===== config.mk =====
export PLATFORM = sky130hd
export DESIGN_NAME = serial_adder8_flat
export DESIGN_NICKNAME = d
export VERILOG_FILES = /design/src/rtl/serial_adder8_if.sv /design/src/rtl/serial_adder8.sv /design/src/flat_wrapper.sv
export SDC_FILE = /design/constraint.sdc
export NUM_CORES = 1
export LEC_CHECK = 0
export CAP_MARGIN = 20
export CORE_MARGIN = 2
export CORE_UTILIZATION = 47
export CTS_BUF_LIST = sky130_fd_sc_hd__clkbuf_8 sky130_fd_sc_hd__clkbuf_16
export DETAILED_ROUTE_END_ITERATION = 7
export PLACE_DENSITY_LB_ADDON = 0.05
export SLEW_MARGIN = 20
export SYNTH_ARGS = -nofsm -noshare
export SYNTH_HDL_FRONTEND = slang
export SYNTH_SLANG_ARGS = --single-unit

===== constraint.sdc =====
create_clock -name clk -period 1.3 [get_ports clk]
set_input_delay 0.39 -clock clk [delete_from_list [all_inputs] [get_ports clk]]
set_output_delay 0.39 -clock clk [all_outputs]
set_load 0.1 [all_outputs]

===== src/rtl/serial_adder8_if.sv =====
// Handshake and operand/result bundle for the bit-serial adder.
// master = requester (drives operands and start), slave = adder engine.
interface serial_adder8_if #(
    parameter int WIDTH = 8
);
    logic             start;
    logic [WIDTH-1:0] a;
    logic [WIDTH-1:0] b;
    logic             c_in;
    logic             busy;
    logic             done;
    logic [WIDTH-1:0] sum;
    logic             c_out;
    logic             overflow;

    modport master (
        output start, a, b, c_in,
        input  busy, done, sum, c_out, overflow
    );

    modport slave (
        input  start, a, b, c_in,
        output busy, done, sum, c_out, overflow
    );
endinterface


===== src/rtl/serial_adder8.sv =====
// Bit-serial WIDTH-bit adder: one full-adder evaluation per clock, LSB first.
// A start in IDLE or DONE latches the operands; the result (sum, carry-out,
// signed overflow) is published on the final-bit edge alongside a 1-cycle done.
module serial_adder8 #(
    parameter int WIDTH = 8
) (
    input  logic           clk,
    input  logic           rst_n,
    serial_adder8_if.slave bus
);
    localparam int CW = (WIDTH > 2) ? $clog2(WIDTH) : 1;

    typedef enum logic [1:0] {
        IDLE  = 2'd0,
        SHIFT = 2'd1,
        DONE  = 2'd2
    } state_t;

    state_t           state, state_next;
    logic [WIDTH-1:0] sa, sb, ssum;
    logic             cy;
    logic [CW-1:0]    cnt;
    logic [WIDTH-1:0] sum_r;
    logic             c_out_r, overflow_r;

    logic             fa_s, fa_co, last;
    logic [WIDTH-1:0] ssum_next;
    logic             accept;

    // Full adder on the current LSB pair plus the registered carry.
    always_comb begin
        fa_s      = 1'b0;
        fa_co     = 1'b0;
        fa_s      = sa[0] ^ sb[0] ^ cy;
        fa_co     = (sa[0] & sb[0]) | (cy & (sa[0] ^ sb[0]));
        ssum_next = {fa_s, ssum[WIDTH-1:1]};
        last      = (cnt == CW'(WIDTH - 1));
        accept    = bus.start && (state == IDLE || state == DONE);
    end

    // State register.
    always_ff @(posedge clk or negedge rst_n) begin
        if (!rst_n) state <= IDLE;
        else        state <= state_next;
    end

    // Next state: start only counts outside SHIFT, so a start while busy is dropped.
    always_comb begin
        state_next = state;
        case (state)
            IDLE:    if (bus.start) state_next = SHIFT;
            SHIFT:   if (last)      state_next = DONE;
            DONE:    state_next = bus.start ? SHIFT : IDLE;
            default: state_next = IDLE;
        endcase
    end

    // Operand latch, serial datapath and result publication.
    always_ff @(posedge clk or negedge rst_n) begin
        if (!rst_n) begin
            sa         <= '0;
            sb         <= '0;
            ssum       <= '0;
            cy         <= 1'b0;
            cnt        <= '0;
            sum_r      <= '0;
            c_out_r    <= 1'b0;
            overflow_r <= 1'b0;
        end else if (accept) begin
            sa   <= bus.a;
            sb   <= bus.b;
            cy   <= bus.c_in;
            cnt  <= '0;
            ssum <= '0;
        end else if (state == SHIFT) begin
            sa   <= sa >> 1;
            sb   <= sb >> 1;
            ssum <= ssum_next;
            cy   <= fa_co;
            cnt  <= cnt + CW'(1);
            if (last) begin
                // cy still holds the carry into the MSB on this edge.
                sum_r      <= ssum_next;
                c_out_r    <= fa_co;
                overflow_r <= cy ^ fa_co;
            end
        end
    end

    assign bus.busy     = (state == SHIFT);
    assign bus.done     = (state == DONE);
    assign bus.sum      = sum_r;
    assign bus.c_out    = c_out_r;
    assign bus.overflow = overflow_r;
endmodule


===== src/flat_wrapper.sv =====
// flat-port wrapper written by rule: the top's interface ports become plain ports
module serial_adder8_flat 
#(
    parameter int WIDTH = 8
)
  (clk, rst_n, bus_start, bus_a, bus_b, bus_c_in, bus_busy, bus_done, bus_sum, bus_c_out, bus_overflow);
  serial_adder8_if #(.WIDTH(WIDTH)) bus_i ();
  input  logic clk;
  input  logic rst_n;
  input wire logic [$bits(bus_i.start)-1:0] bus_start;
  input wire logic [$bits(bus_i.a)-1:0] bus_a;
  input wire logic [$bits(bus_i.b)-1:0] bus_b;
  input wire logic [$bits(bus_i.c_in)-1:0] bus_c_in;
  output wire logic [$bits(bus_i.busy)-1:0] bus_busy;
  output wire logic [$bits(bus_i.done)-1:0] bus_done;
  output wire logic [$bits(bus_i.sum)-1:0] bus_sum;
  output wire logic [$bits(bus_i.c_out)-1:0] bus_c_out;
  output wire logic [$bits(bus_i.overflow)-1:0] bus_overflow;
  assign bus_i.start = bus_start;
  assign bus_i.a = bus_a;
  assign bus_i.b = bus_b;
  assign bus_i.c_in = bus_c_in;
  assign bus_busy = bus_i.busy;
  assign bus_done = bus_i.done;
  assign bus_sum = bus_i.sum;
  assign bus_c_out = bus_i.c_out;
  assign bus_overflow = bus_i.overflow;
  serial_adder8 #(.WIDTH(WIDTH)) u_core (.clk(clk), .rst_n(rst_n), .bus(bus_i));
endmodule

==> impl_metrics.tcl, run 1 <==
set metrics [dict create \
    dp.cells 234 \
    postCtsHoldBufs 0 \
    layout_common_cells "mux2i_1 (47), dfrtp_1 (38), buf_4 (25)" \
    finalHoldViolCount 0 \
    cpMaxStageDelayCell "dfrtp_1" \
    rr_worst_depth 4 \
    gp_congestion 0.684 \
    leakage_nw 1.39 \
    start_kind "register" \
    synth_top_area_share_pct 49.8 \
    avgSynthCellArea_um2 13.2 \
    hp-class "in -> async" \
    met1_usage_pct 24.8 \
    first_pass_iters 4 \
    synth_nets 171 \
    cpMostUsedCell "buf_12" \
    fin_crit_sh_pct 119 \
    crit_end "bus_done" \
    viasPerCell 5.29 \
    clk_path_buf_depth 2 \
    cts_buffers 5 \
    arrival_ps 1160 \
    setup_tns_ps -2530 \
    yosys.area.top_type "dfrtp_1" \
    slew_violations 0 \
    core_um2 4000 \
    cp.required_ps 910 \
    ys_ff_latch 39 \
    slew_headroom_pct 84.3 \
    violations "setup timing" \
    io_pins 32 \
    instances_no_fill 255 \
    grt_start_max_net_pins 40 \
    worst_clock_skew_ps 12.8 \
    num-fill-cells 293 \
    antenna_found_initial 0 \
    cp_max_fo 3 \
    regToRegSetupSlack_ps -180 \
    setup_viol_count_final 18 \
    met2_usage_pct 31.5 \
    grt_use_total_pct 19.2 \
    area.growth.synth_to_final_pct 45.0 \
    clkSlewWorstSetupHoldPaths_ps 80 \
    drt_iter0_drc 70 \
    start_util_pct 49.0 \
    setup_ws_ps -249 \
    dr_total_vias 1349 \
    die_w_um 68.5 \
    syn_area_um2 1960 \
    pre_cts_ws_ps -404 \
    die_area_um2 4700 \
    dp_hpwl_mm 2.65 \
    routed_wl_mm 3.93 \
    endpoint_kind "output port" \
    wl_per_cell_um 15.4 \
    grtUsageMet3_pct 3.90 \
    path_cells "buf_12, nor2b_4, buf_12" \
    die_h_um 68.5 \
    ant_nets 0 \
    slowest_delay_ps 420 \
    r2r_start "u_core.state[0]$_DFFE_PN0P_" \
    drv_cap 0 \
    antennaDiodeCount 0 \
    period_needed_ps 1550 \
    worstMarginPinSlew_ps 236 \
    p_per_area_nw_per_um2 2630 \
    reg2reg_to "u_core.bus.sum[0]$_DFFE_PN0P_" \
    drive_gt1_share_pct 34.1 \
    clkSinkCount 39 \
    max_freq_mhz 646 \
    status "finished, violations left" \
    cts_tree "done" \
    critical_path_class "reg -> out" \
    synth_warnings 0 \
    fin_nets 227 \
    rsz0062_at_grt "true" \
    portBuffers 31 \
    drc_errors 0 \
    insertion_delay_ps 290 \
    synthCells 148 \
    ys_top_cells_by_area "dfrtp_1 (50%), mux2i_1 (24%), mux2_2 (5.8%)" \
    ys_types 22 \
    vdd_drop_max_v 0.000980 \
    grt_pass1_vias 1368 \
    cp-startpoint "u_core.state[0]$_DFFE_PN0P_" \
    grt_pass1_wl_mm 6.52 \
    final_common_cell "mux2i_1" \
    h-tree-depth 2 \
    grt_overflow 0 \
    synth-seq-area-share_pct 49.8 \
    clock-root-buffer "clkbuf_8" \
    top_usage_layer "met2" \
    rows 23 \
]
[worst min path at each step]
stage               slack, ps  startpoint                       endpoint  cells after the start
detailed placement        380       rst_n  u_core.bus.sum[3]$_DFFE_PN0P_                      2
finish                     40       rst_n  u_core.bus.sum[3]$_DFFE_PN0P_                      2
floorplan                  90       rst_n   u_core.bus.c_out$_DFFE_PN0P_                      0
global placement          370       rst_n  u_core.bus.sum[2]$_DFFE_PN0P_                      2
CTS                        60       rst_n  u_core.bus.sum[3]$_DFFE_PN0P_                      2
global route               50       rst_n  u_core.bus.sum[3]$_DFFE_PN0P_                      2
[layer usage]
| metal | vias up | part of all wire (%) |
|---|---|---|
| met5 | - | 0 |
| met4 | 0 | 1.3 |
| met3 | 7 | 4.0 |
| met2 | 37 | 50 |
| met1 | 666 | 45 |
| li1 | 639 | - |
[registers in the layout, summed over array words and instances, names as in the netlist]
| name | count |
|---|---|
| u_core.sb | 8 |
| u_core.cy | 1 |
| u_core.state | 2 |
| u_core.cnt | 3 |
| u_core.bus.overflow | 1 |
| u_core.sa | 8 |
| u_core.ssum | 7 |
| u_core.bus.sum | 8 |
| u_core.bus.c_out | 1 |
[synth_stat cells]
cell type,n
nor2_1,1
fa_1,1
a21o_1,1
o21ai_0,2
ha_1,2
mux2i_1,47
nand3_1,2
dfrtp_1,39
mux2_1,4
a22o_1,5
inv_1,7
buf_4,4
nor2b_1,3
clkbuf_1,1
xnor2_1,1
buf_6,2
nand3b_4,1
o31ai_1,5
mux2_2,10
nand3b_1,5
buf_2,4
xor2_1,1
[final cells by class]
| type | count | area, um2 | area share, % |
|---|---|---|---|
| Tap cell | 50 | 62.6 | 2.20 |
| Inverter | 7 | 26.3 | 0.926 |
| Multi-Input combinational cell | 91 | 956 | 33.7 |
| Clock buffer | 6 | 82.6 | 2.91 |
| Timing Repair Buffer | 60 | 699 | 24.6 |
| Clock inverter | 2 | 35.0 | 1.23 |
| Sequential cell | 39 | 977 | 34.4 |
[metrics by stage]
| stage | area [um2] | hold slack (ps) | util [%] | power, mW |
|---|---|---|---|---|
| after floorplan | 2040 | 94.4 | - | 4.73 |
| after global placement | 2570 | 373 | 64.3 | 5.93 |
| after detailed placement | 2570 | 378 | 64.3 | 6.08 |
| after CTS | 2770 | 58.2 | 69.3 | 7.33 |
| after global routing | 2840 | 54.7 | 71.0 | 7.85 |
| final | 2840 | 43.6 | 71.0 | 7.46 |
[worst max-delay path, delay by kind of cell, from the launching register on]
| kind | cells | cell delay, ps |
|---|---|---|
| buffers and inverters | 2 | 320 |
| DFF | 1 | 420 |
| and+or+nand+nor | 1 | 130 |
[timing repair]
item / in CTS / in global routing
setup buffers: 4 / 8
setup endpoints to repair: 28 / 36
gates cloned: 1 / 0
resized for setup: 7 / 2
endpoints found under the hold margin: 0 / 0
pin swaps: 1 / 2
[cells by family (layout without fill, tap and decap cells)]
| family | after synthesis | in the layout | synth area share [%] |
|---|---|---|---|
| multiplexers | 61 | 61 | 32.1 |
| buffers and inverters | 18 | 75 | 5.24 |
| AO/OA/AOI/OAI | 13 | 13 | 5.05 |
| adder cells (fa/ha/maj) | 3 | 3 | 2.30 |
| flip-flops | 39 | 39 | 49.8 |
| AND/OR/NAND/NOR | 12 | 12 | 4.60 |
| XOR/XNOR | 2 | 2 | 0.895 |
[where the power goes]
part / switching (mW) / internal [mW] / total (mW)
Sequential: 0.475 / 1.73 / 2.21
Combinational: 2.14 / 2.06 / 4.20
Clock: 0.431 / 0.621 / 1.05
Power figures use the tool's default switching activity.
==> run 2, diff against run 1 <==
ABC_AREA = 1   (was unset)
SLEW_MARGIN = unset   (was 20)
==> run 2 against run 1 <==
  * The run still ends with setup timing left
  * Sequential cell count is the same
  * Sequential share of layout area grew 4.1 points
  * Via count grew 11%
  * Cell count grew 19%
  * First-iteration DRC count grew 76%
  * Sequential power is essentially flat
  * Non-clock buffer count shrank 11
  * Combinational power is essentially flat
  * Routed wire length shrank 2.7%
  * Die area shrank 6.8%
  * Count of clock-buffer cells in the layout shrank 1
  * Largest cell class unchanged
  * Largest power group unchanged
==> impl_metrics.tcl, run 2 <==
set metrics [dict create \
    cts_tree "done" \
    die_w_um 66.2 \
    status "finished, violations left" \
    syn_area_um2 1820 \
    grt_start_max_net_pins 40 \
    seqCellArea_um2 976 \
    top_usage_layer "met2" \
    cp_max_fo 2 \
    grtUsageMet3_pct 6.13 \
    gp_congestion 0.748 \
    clkSinkCount 39 \
    critPathBufInv 2 \
    worst_clock_skew_ps 5.67 \
    max_freq_mhz 671 \
    fin_crit_sh_pct 115 \
    die_area_um2 4380 \
    worstMarginPinSlew_ps 368 \
    yosys.area.top_type "dfrtp_1" \
    violations "setup timing" \
    vdd_drop_max_v 0.00153 \
    drt_iter0_drc 123 \
    cts_buffers 5 \
    hp-class "in -> async" \
    antennaDiodeCount 0 \
    grt_use_total_pct 19.0 \
    clock-root-buffer "clkbuf_8" \
    synth-seq-area-share_pct 53.7 \
    grt_pass1_vias 1486 \
    multi_input_area_um2 738 \
    rows 22 \
    h-tree-depth 2 \
    pre_cts_ws_ps -277 \
    start_kind "register" \
    final_common_cell "nand2_1" \
    finalHoldViolCount 0 \
    design_area_um2 2530 \
    utilization_pct 68.7 \
    routed_wl_mm 3.83 \
    setup_viol_count_final 2 \
    cpLargestDelayFamily "flip-flops" \
    slowest_delay_ps 410 \
    ys_top_cells_by_area "dfrtp_1 (54%), nand2_1 (19%), nand3_1 (11%)" \
    met2_usage_pct 33.4 \
    setup_tns_ps -335 \
    io_pins 32 \
    synth_nets 232 \
    grt_overflow 0 \
    endpoint_kind "output port" \
    dp.cells 288 \
    critical_path_class "reg -> out" \
    wl_per_cell_um 12.6 \
    netlist_top_cells_count "nand2_1 (93), dfrtp_1 (39), nand3_1 (39), inv_1 (8), buf_4 (5)" \
    core_um2 3690 \
    post_dp_cell_area_um2 2310 \
    area.growth.synth_to_final_pct 39.5 \
    synth_warnings 0 \
    instances_no_fill 303 \
    portBuffers 31 \
    clkSlewWorstSetupHoldPaths_ps 80 \
    dr_total_vias 1502 \
    ant_nets 0 \
    synthCells 209 \
    hold_slack_ps 52.1 \
    synth_top_area_share_pct 53.7 \
    synth-edff-count 0 \
    start_util_pct 49.3 \
    layout_common_cells "nand2_1 (93), nand3_1 (39), dfrtp_1 (39)" \
    viasPerCell 4.96 \
    avgSynthCellArea_um2 8.69 \
    num-fill-cells 314 \
    fin_nets 278 \
    synth_ff_type "dfrtp_1" \
    ys_ff_latch 39 \
    insertion_delay_ps 290 \
    p_per_area_nw_per_um2 2910 \
    ys_types 18 \
    dp_hpwl_mm 2.39 \
    leakage_nw 1.28 \
    power_mw 7.37 \
    slew_headroom_pct 75.4 \
    met1_usage_pct 22.1 \
    yosysMostFrequentCell "nand2_1" \
    drc_errors 0 \
    arrival_ps 1100 \
    setup_ws_ps -190 \
    period_needed_ps 1490 \
    async_flop_share_pct 100 \
    rsz0062_at_grt "true" \
    first_pass_iters 4 \
    postCtsHoldBufs 0 \
    die_h_um 66.2 \
    drive_gt1_share_pct 21.2 \
    antenna_found_initial 0 \
    cp.required_ps 910 \
    clk_path_buf_depth 2 \
    grt_pass1_wl_mm 6.32 \
    slew_violations 0 \
    drv_cap 0 \
    cpMaxStageDelayCell "dfrtp_1" \
    path_cells "buf_6, nor2_4, buf_12" \
]
run 2: changes by cell type after synthesis, sizes merged, moves of 3 or more:
cell	delta
nor2	+5
nor2b	-3
nand2	+96
o31ai	-5
nand3	+40
mux2i	-47
inv	+3
a22o	-5
nand3b	-6
mux2	-14
run 2: cells by family (layout without fill, tap and decap cells):
kind of cell / after synthesis / after routing / synth area share (%)
buf+inv: 21 / 66 / 7.99
flops: 39 / 39 / 53.7
compound gates: 2 / 2 / 0.550
fa+ha+maj: 3 / 3 / 2.48
simple gates: 144 / 145 / 35.3
run 2: worst register-to-register path: stages (launching register included):
cell	delay (ps)
dfrtp_1	370
ha_2	180
ha_2	190
inv_2	60
nor2_2	230
buf_4	170
run 2: area by class of cell:
| class | instances | share of cell area (%) |
|---|---|---|
| clock inverters | 2 | 1.33 |
| clock buffers | 5 | 2.72 |
| repair buffers | 49 | 24.4 |
| well taps | 48 | 2.37 |
| multi-input cells | 150 | 29.1 |
| flip-flops and latches | 39 | 38.5 |
| inverters | 10 | 1.48 |
run 2: final timing paths:
kind | slack, ps | depth (start not counted) | startpoint | end
max | -190 | 3 | u_core.state[0]$_DFFE_PN0P_ | bus_done
min reg2reg | 480 | 2 | u_core.ssum[1]$_DFFE_PN0P_ | u_core.bus.sum[0]$_DFFE_PN0P_
max reg2reg | 50 | 5 | u_core.cnt[1]$_DFFE_PN0P_ | u_core.state[1]$_DFFE_PN0P_
min in group clk | 480 | 2 | u_core.ssum[1]$_DFFE_PN0P_ | u_core.bus.sum[0]$_DFFE_PN0P_
min | 50 | 2 | rst_n | u_core.bus.sum[1]$_DFFE_PN0P_
max in group asynchronous | 1050 | 2 | rst_n | u_core.sa[1]$_DFFE_PN0P_
run 2: report_power, final:
part	internal, mW	leakage [nW]	total (mW)	switching (mW)
logic	1.67	0.736	4.20	2.53
clock network	0.555	0.0554	0.961	0.406
registers	1.78	0.489	2.21	0.424
run 2: metal layers:
| layer | wire, um | part of all wire [%] |
|---|---|---|
| met1 | 1660 | 43 |
| met2 | 1950 | 51 |
| met3 | 168 | 4.4 |
| met4 | 48 | 1.3 |
| met5 | 0 | 0 |
run 2: repair_timing:
action                                  CTS  global route
buffers inserted                          3             3
endpoints found under the hold margin     0             0
pin swaps                                 1             2
endpoints found under the setup margin   13            44
gates cloned                              0             2
resized for setup                         5             7
